## config.mk

```make
export PLATFORM = sky130hd
export DESIGN_NAME = fifo_serializer
export DESIGN_NICKNAME = d
export VERILOG_FILES = /design/src/rtl/fifo_serializer.sv
export SDC_FILE = /design/constraint.sdc
export NUM_CORES = 1
export LEC_CHECK = 0
export ABC_CLOCK_PERIOD_IN_PS = 2500
export CAP_MARGIN = 20
export CORE_MARGIN = 4
export CORE_UTILIZATION = 50
export CTS_CLUSTER_DIAMETER = 120
export DETAILED_ROUTE_END_ITERATION = 7
export PLACE_DENSITY = 0.77
export SLEW_MARGIN = 20
export SYNTH_ARGS = -nofsm -noshare
export SYNTH_HDL_FRONTEND = slang
export SYNTH_SLANG_ARGS = --single-unit
```

## constraint.sdc

```tcl
create_clock -name clk -period 2.5 [get_ports clk]
set_input_delay 0.5 -clock clk [delete_from_list [all_inputs] [get_ports clk]]
set_output_delay 0.5 -clock clk [all_outputs]
set_load 0.01 [all_outputs]
```

## src/rtl/fifo_serializer.sv

```systemverilog
// fifo_serializer: pops words from a first-word-fall-through FIFO and streams
// them out one bit per accepted beat, with start/end-of-frame markers and a
// running count of completed words.
module fifo_serializer #(
  parameter int bits      = 32,
  parameter bit lsb_first = 1'b1
) (
  input  logic            clk,
  input  logic            rst,
  input  logic            en,
  input  logic            pndng,
  input  logic [bits-1:0] Dout,
  output logic            pop,
  output logic            ser_data,
  output logic            ser_valid,
  input  logic            ser_ready,
  output logic            ser_sof,
  output logic            ser_eof,
  output logic            busy,
  output logic [15:0]     word_cnt
);

  localparam int            CW   = $clog2(bits);
  localparam logic [CW-1:0] LAST = CW'(bits - 1);

  typedef enum logic {IDLE = 1'b0, SHIFT = 1'b1} state_t;

  state_t          state, state_nx;
  logic [bits-1:0] shreg, shreg_nx;
  logic [CW-1:0]   bit_cnt, bit_cnt_nx;
  logic            done;

  // Next-state: load on pop, shift on non-last beats, reload or idle on the last beat
  always_comb begin
    state_nx   = state;
    shreg_nx   = shreg;
    bit_cnt_nx = bit_cnt;
    pop        = 1'b0;
    done       = 1'b0;
    case (state)
      IDLE: begin
        if (en && pndng) begin
          pop        = 1'b1;
          shreg_nx   = Dout;
          bit_cnt_nx = '0;
          state_nx   = SHIFT;
        end
      end
      SHIFT: begin
        if (ser_ready) begin
          if (bit_cnt == LAST) begin
            done = 1'b1;
            // Back-to-back words: reload on the eof beat so there is no bubble
            if (en && pndng) begin
              pop        = 1'b1;
              shreg_nx   = Dout;
              bit_cnt_nx = '0;
            end else begin
              state_nx = IDLE;
            end
          end else begin
            bit_cnt_nx = bit_cnt + 1'b1;
            shreg_nx   = lsb_first ? (shreg >> 1) : (shreg << 1);
          end
        end
      end
      default: state_nx = IDLE;
    endcase
    // pop is combinational, so it must also drop the instant reset asserts
    if (!rst) pop = 1'b0;
  end

  // Serial-side outputs are decoded from the current state only
  always_comb begin
    busy      = (state == SHIFT);
    ser_valid = busy;
    ser_data  = busy & (lsb_first ? shreg[0] : shreg[bits-1]);
    ser_sof   = busy && (bit_cnt == '0);
    ser_eof   = busy && (bit_cnt == LAST);
  end

  // State, shift register and counters; reset discards any word in flight
  always_ff @(posedge clk or negedge rst) begin
    if (!rst) begin
      state    <= IDLE;
      shreg    <= '0;
      bit_cnt  <= '0;
      word_cnt <= '0;
    end else begin
      state   <= state_nx;
      shreg   <= shreg_nx;
      bit_cnt <= bit_cnt_nx;
      if (done) word_cnt <= word_cnt + 16'd1;
    end
  end

endmodule

```

==> impl_metrics.py, run 1 <==
metrics = {
    "power_and_ir_drop": {
        "power_frac_comb_pct": 22.3,
        "intPower_uw": 1790,
        "worst_ir_drop_vdd_uv": 352,
        "power_uw": 2350,
        "seq_power_share_pct": 49.1,
        "p_leak_uw": 0.00136,
        "p_sw_share_pct": 24.1,
        "switchingPower_uw": 567,
        "power_frac_clock_pct": 28.7,
        "power_density_mw_per_mm2": 700,
    },
    "synth": {
        "synth_nets": 249,
        "synth_common_cells": "dfrtp_1 (54), o221a_2 (30), or2_2 (30), nand2_1 (15), xnor2_1 (11)",
        "syn_avg_cell_area_um2": 12.1,
        "synthArstFlopShare_pct": 100,
        "yosysMostFrequentCell": "dfrtp_1",
        "synth-seq-area-share_pct": 53.5,
        "synth_area_leaders": "dfrtp_1 (54%), o221a_2 (13%), or2_2 (7.4%)",
        "synthDominantCellAreaShare_pct": 53.5,
        "synth_edf_count": 0,
        "syn_inst": 208,
        "synth_cell_types": 33,
        "synth_flop_cell": "dfrtp_1",
        "syn_area_mm2": 0.00252,
        "ys_ff_latch": 54,
        "yosysTopAreaCell": "dfrtp_1",
        "ys_warn_count": 0,
    },
    "global_routing": {
        "grt_pass1_wl_um": 8910,
        "first_global_vias": 1842,
        "grtUsageTotal_pct": 18.3,
        "antenna_found_initial": 0,
        "grt_max_degree": 55,
        "grt-ovfl-total": 0,
    },
    "routing": {
        "vias_per_cell": 5.30,
        "drcViolationCount": 0,
        "wl_per_cell_um": 15.6,
        "dr.first_iter.drc_count": 86,
        "num_vias": 1818,
        "first_pass_iters": 4,
        "wl_um": 5330,
        "antenna_left": 0,
    },
    "sta": {
        "worst_pin_slew_ns": 0.666,
        "grt_setup_unrepaired": "no",
        "worst_hold_slack_ns": 0.315,
        "max_slew_margin_pct": 55.6,
        "hold_viol_final": 0,
        "finalSetupViolCount": 0,
        "drv_slew": 0,
        "period_share_pct": 95.9,
        "min_period_ns": 2.40,
        "tns_ns": 0,
        "skew_ns": 0.00761,
        "max_freq_mhz": 417,
    },
    "floorplanning": {
        "dieArea_mm2": 0.00625,
        "io_pins": 59,
        "fp.coreArea_mm2": 0.00482,
        "die_w_um": 79.1,
        "num_rows": 25,
        "initial_core_util_pct": 52.4,
        "die_h_um": 79.1,
    },
    "critical_path": {
        "worstPathRequired_ns": 2.00,
        "crit_path_end_kind": "output port",
        "worstPathArrival_ns": 1.90,
        "crit_fanout": 3,
        "crit_path_start_kind": "flop",
        "crit_type": "flop to output port",
    },
    "cts": {
        "worstSkewPairLatency_ns": 0.30,
        "root_buffer": "clkbuf_8",
        "clkTransAtPathRegs_ns": 0.09,
        "clockBufferDepth": 2,
        "cts_buffers": 5,
        "clkSinkCount": 54,
        "htreeDepth": 2,
        "cts_tree": "yes",
    },
    "cells_and_area": {
        "n_antenna_cell": 0,
        "final_nets": 316,
        "instances_no_fill": 343,
        "drive_above_1_share_pct": 32.6,
        "area_growth_pct": 33.2,
        "fin_util_pct": 69.8,
    },
    "placement": {
        "gp_congestion": 0.753,
        "io_buffer_count": 58,
        "dp_cells": 333,
        "dp_hpwl_um": 3840,
    },
    "flow_run": {
        "cap_violations": 0,
    },
    "status": {
        "status": "completed",
    },
    "min_path": {
        "hold_path.class": "input pin to asynchronous set/reset pin",
    },
}
[worst max-delay path, stage by stage, from the launching register on]
cell,delay [ns]
dfrtp_1,0.40
ha_1,0.23
and3_1,0.19
ha_1,0.19
nand2_1,0.10
a21oi_2,0.08
and2_1,0.15
dlygate4sd2_1,0.28
[repair_timing]
item | CTS | global route
hold endpoints to repair | 0 | 0
resized for setup | 3 | 0
hold buffers | 0 | 0
setup endpoints to repair | 2 | 0
setup buffers | 2 | 0
[stage by stage]
stage	instance area [µm²]	setup slack [ns]
finish	3360	0.102
global route	3360	0.0114
CTS	3360	0.0992
detailed placement	3210	0.0114
global placement	3210	0.0143
floorplan	2520	0.478
[path summary, 6_finish.rpt]
| path | endpoint | depth (start not counted) | from | slack (ns) |
|---|---|---|---|---|
| worst max register to register | shreg[5] | 9 | bit_cnt[0] | 0.28 |
| max in group asynchronous | word_cnt[7] | 2 | rst | 1.73 |
| min in group clk | word_cnt[15] | 1 | word_cnt[15] | 0.48 |
| worst min register to register | word_cnt[15] | 1 | word_cnt[15] | 0.48 |
| worst min-delay path | shreg[4] | 2 | rst | 0.32 |
| worst max-delay path | pop | 7 | bit_cnt[0] | 0.10 |
[layout by cell type, fill, tap and decap left out, types with 5 or more instances in the layout]
cell,synthesis,layout
buf_4,2,12
clkbuf_8,0,5
clkdlybuf4s50_1,0,55
dfrtp_1,54,54
inv_1,5,5
nand2_1,15,15
nand3_1,6,6
nand4_1,5,5
nor2_1,6,6
o221a_2,30,30
or2_2,30,30
xnor2_1,11,11
xor2_1,5,5
[flip-flops by register name, summed over array words and instances (netlist names)]
name / cells
shreg: 32
bit_cnt: 5
busy: 1
word_cnt: 16
[area by class of cell]
| class | instances | area, µm² |
|---|---|---|
| inverters | 5 | 18.8 |
| flip-flops and latches | 54 | 1350 |
| clock inverters | 3 | 68.8 |
| clock buffers | 5 | 68.8 |
| repair buffers | 71 | 683 |
| fillers | 364 | 1460 |
| multi-input cells | 138 | 1090 |
| well taps | 67 | 83.8 |
[power groups by stage]
stage	sequential, µW	combinational, µW	clock [µW]
after floorplan	1150	340	0
after global placement	1170	501	0
after detailed placement	1170	510	0
after CTS	1150	532	693
after global routing	1180	586	729
final	1160	524	675
[layer usage]
metal	vias to the layer above	wire, µm	GRT usage [%]
met1	889	2620	26.5
met5	-	0	0
met3	5	217	3.85
met4	0	57	5.15
li1	886	-	-
met2	38	2440	28.0
[logic make-up (layout without fill, tap and decap cells)]
kind of cell | after synthesis | after routing | synth area share [%]
buffers and inverters | 16 | 84 | 3.57
AOI/OAI and AO/OA | 38 | 38 | 15.9
muxes | 2 | 2 | 0.842
DFF | 54 | 54 | 53.5
adders and majority gates | 4 | 4 | 1.98
and+or+nand+nor | 78 | 78 | 18.6
xor gates and xnor gates | 16 | 16 | 5.55
Power figures use the tool's default switching activity.
==> run 2: changes to the inputs <==
--- a/config.mk
+++ b/config.mk
@@ -16,3 +16,4 @@
 export SYNTH_ARGS = -nofsm -noshare
 export SYNTH_HDL_FRONTEND = slang
 export SYNTH_SLANG_ARGS = --single-unit
+export TNS_END_PERCENT = 10
==> results of run 2 <==
The final DEF is identical to that of run 1; final timing and power are the same.
==> run 3: changes to the inputs <==
--- a/config.mk
+++ b/config.mk
@@ -5,6 +5,7 @@
 export SDC_FILE = /design/constraint.sdc
 export NUM_CORES = 1
 export LEC_CHECK = 0
+export ABC_AREA = 1
 export ABC_CLOCK_PERIOD_IN_PS = 2500
 export CAP_MARGIN = 20
 export CORE_MARGIN = 4
==> run 3 against run 2 <==
Against the previous run: non-clock buffer count fell by 7; cell count rose by 29%; critical endpoint unchanged; clock skew fell by 0.0023 ns; critical path type unchanged; count of clock-buffer cells in the layout rose by 1; synthesized cell count rose by 49%; hold slack improved by 0.039 ns.
==> impl_metrics.py, run 3 <==
metrics = {
    "status": {
        "status": "completed",
    },
    "cells_and_area": {
        "fin_util_pct": 65.9,
        "largest-register": "shreg",
        "final_nets": 412,
        "n_antenna_cell": 0,
        "instances_no_fill": 442,
        "largest_reg_flops": 32,
        "final_common_cell": "nor2_1",
        "drive_above_1_share_pct": 7.26,
        "postLayoutCellArea_mm2": 0.00334,
        "layout_common_cells": "nor2_1 (81), nand2_1 (61), clkdlybuf4s50_1 (55), dfrtp_1 (54), o22ai_1 (33)",
        "largestRegisters": "shreg: 32 flops, word_cnt: 16 flops, bit_cnt: 5 flops",
        "n_fill_cell": 456,
        "area_growth_pct": 28.3,
    },
    "routing": {
        "dr.first_iter.drc_count": 40,
        "drcViolationCount": 0,
        "num_vias": 2240,
        "antenna_left": 0,
        "wl_um": 5360,
        "first_pass_iters": 4,
        "wl_per_cell_um": 12.1,
        "vias_per_cell": 5.07,
    },
    "synth": {
        "ys_warn_count": 0,
        "synth-seq-area-share_pct": 51.8,
        "synthArstFlopShare_pct": 100,
        "syn_inst": 310,
        "synth_nets": 351,
        "synth_flop_cell": "dfrtp_1",
        "synthDominantCellAreaShare_pct": 51.8,
        "yosysTopAreaCell": "dfrtp_1",
        "ys_ff_latch": 54,
        "syn_avg_cell_area_um2": 8.41,
        "synth_edf_count": 0,
        "synth_cell_types": 24,
        "yosysMostFrequentCell": "nor2_1",
        "synth_common_cells": "nor2_1 (81), nand2_1 (61), dfrtp_1 (54), o22ai_1 (33), inv_1 (26)",
        "synth_area_leaders": "dfrtp_1 (52%), nor2_1 (12%), nand2_1 (8.8%)",
        "syn_area_mm2": 0.00261,
    },
    "global_routing": {
        "grt_pass1_wl_um": 8930,
        "grt_max_degree": 55,
        "use_met2_pct": 30.5,
        "use_met1_pct": 22.0,
        "busiest_layer": "met2",
        "first_global_vias": 2088,
        "use_met3_pct": 3.92,
        "antenna_found_initial": 0,
        "grt-ovfl-total": 0,
        "grtUsageTotal_pct": 17.5,
    },
    "critical_path": {
        "crit_family": "simple AND/OR/NAND/NOR gates",
        "worstPathArrival_ns": 1.82,
        "path_cells": "ha_1, nand2_1, nor2_1, ha_2, nor2_4, inv_1, nand2_1, nor2_1, clkdlybuf4s15_1",
        "cp.depth": 9,
        "slowest_delay_ns": 0.39,
        "ff2ff_path_depth": 9,
        "crit_buf_inv": 2,
        "regToRegSetupSlack_ns": 0.47,
        "reg2reg_from": "bit_cnt[0]",
        "crit_path_end_kind": "output port",
        "crit_type": "flop to output port",
        "cp-startpoint": "bit_cnt[0]",
        "r2r-end": "bit_cnt[4]",
        "worstPathRequired_ns": 2.00,
        "critPathSlowestCell": "dfrtp_1",
        "crit_path_start_kind": "flop",
        "crit_fanout": 4,
    },
    "floorplanning": {
        "io_pins": 59,
        "num_rows": 26,
        "fp.coreArea_mm2": 0.00507,
        "die_w_um": 80.2,
        "initial_core_util_pct": 51.4,
        "dieArea_mm2": 0.00643,
        "die_h_um": 80.2,
    },
    "sta": {
        "drv_slew": 0,
        "grt_setup_unrepaired": "no",
        "skew_ns": 0.00534,
        "hold_viol_final": 0,
        "period_share_pct": 92.8,
        "max_freq_mhz": 431,
        "tns_ns": 0,
        "max_slew_margin_pct": 56.3,
        "finalSetupViolCount": 0,
        "min_period_ns": 2.32,
        "worst_pin_slew_ns": 0.656,
    },
    "placement": {
        "gp_congestion": 0.846,
        "dp_hpwl_um": 4050,
        "dpl-instance-area_mm2": 0.00324,
        "io_buffer_count": 58,
        "dp_cells": 433,
    },
    "cts": {
        "ctsHoldBuffers": 0,
        "worstSkewPairLatency_ns": 0.30,
        "clkTransAtPathRegs_ns": 0.09,
        "cts_tree": "yes",
        "cts_buffers": 5,
        "clkSinkCount": 54,
        "htreeDepth": 2,
        "clockBufferDepth": 2,
        "root_buffer": "clkbuf_8",
    },
    "power_and_ir_drop": {
        "p_leak_uw": 0.00147,
        "worst_ir_drop_vdd_uv": 424,
        "power_density_mw_per_mm2": 710,
    },
    "min_path": {
        "hold_path.class": "input pin to asynchronous set/reset pin",
    },
    "flow_run": {
        "cap_violations": 0,
    },
}
## run 3: changes by cell type after synthesis, sizes merged, moves of 5 or more
cell    delta
nor2      +79
nand2     +51
o22ai     +33
o221a     -30
or2       -30
inv       +21
xnor2      -8
clkbuf     -6
buf        +5
## run 3: where the power goes
group | leakage (µW) | switching, µW | total, µW | internal (µW)
registers | 0.000596 | 158 | 1250 | 1090
clock network | 0.0000472 | 273 | 496 | 223
logic | 0.000829 | 317 | 630 | 313
total | 0.00147 | 748 | 2370 | 1630
## run 3: per-stage QoR
stage | hold WS (ns) | power, µW | setup WS [ns]
6_report | 0.354 | 2370 | 0.181
5_1_grt | 0.421 | 2530 | 0.0218
4_1_cts | 0.376 | 2400 | 0.121
3_5_place_dp | 0.466 | 1900 | 0.0686
3_3_place_gp | 0.464 | 1860 | 0.0918
2_1_floorplan | 0.204 | 1630 | 0.716
## run 3: how the worst max path moves through the flow
stage / slack [ns] / to
after global routing: 0.02 / pop
after global placement: 0.09 / pop
after detailed placement: 0.07 / pop
after CTS: 0.12 / pop
after floorplan: 0.72 / pop
final: 0.18 / pop
## run 3: logic make-up after synthesis
logic type,Yosys count,synth area share [%]
buf+inv,36,6.77
fa+ha+maj,4,1.92
simple gates,166,27.1
xor+xnor,7,2.35
flops,54,51.8
compound gates,43,9.99
## run 3: area by class of cell
| type | count | area, µm² | area share, % |
|---|---|---|---|
| timing repair buffer | 64 | 632 | 18.9 |
| multi-input combinational | 220 | 1080 | 32.3 |
| tap | 70 | 87.6 | 2.62 |
| inverter | 26 | 97.6 | 2.92 |
| clock inverter | 2 | 12.5 | 0.374 |
| clock buffer | 6 | 82.6 | 2.47 |
| sequential | 54 | 1350 | 40.4 |
## run 3: worst reg2reg max path: cells and delay by family (launching register included)
kind	cells	cell delay (ns)
compound gates	1	0.19
fa+ha+maj	2	0.41
buf+inv	1	0.12
flops	1	0.41
simple gates	5	0.80
## run 3: what timing repair did
item	4_1_cts	5_1_grt
buffers inserted	1	0
setup endpoints to repair	1	1
endpoints found under the hold margin	0	0
gates resized for setup	3	1
## run 3: metal layers
layer	vias up	part of all wire, %
met5	-	0
met4	0	1.4
met2	53	50
met1	1055	44
li1	1124	-
met3	8	4.7
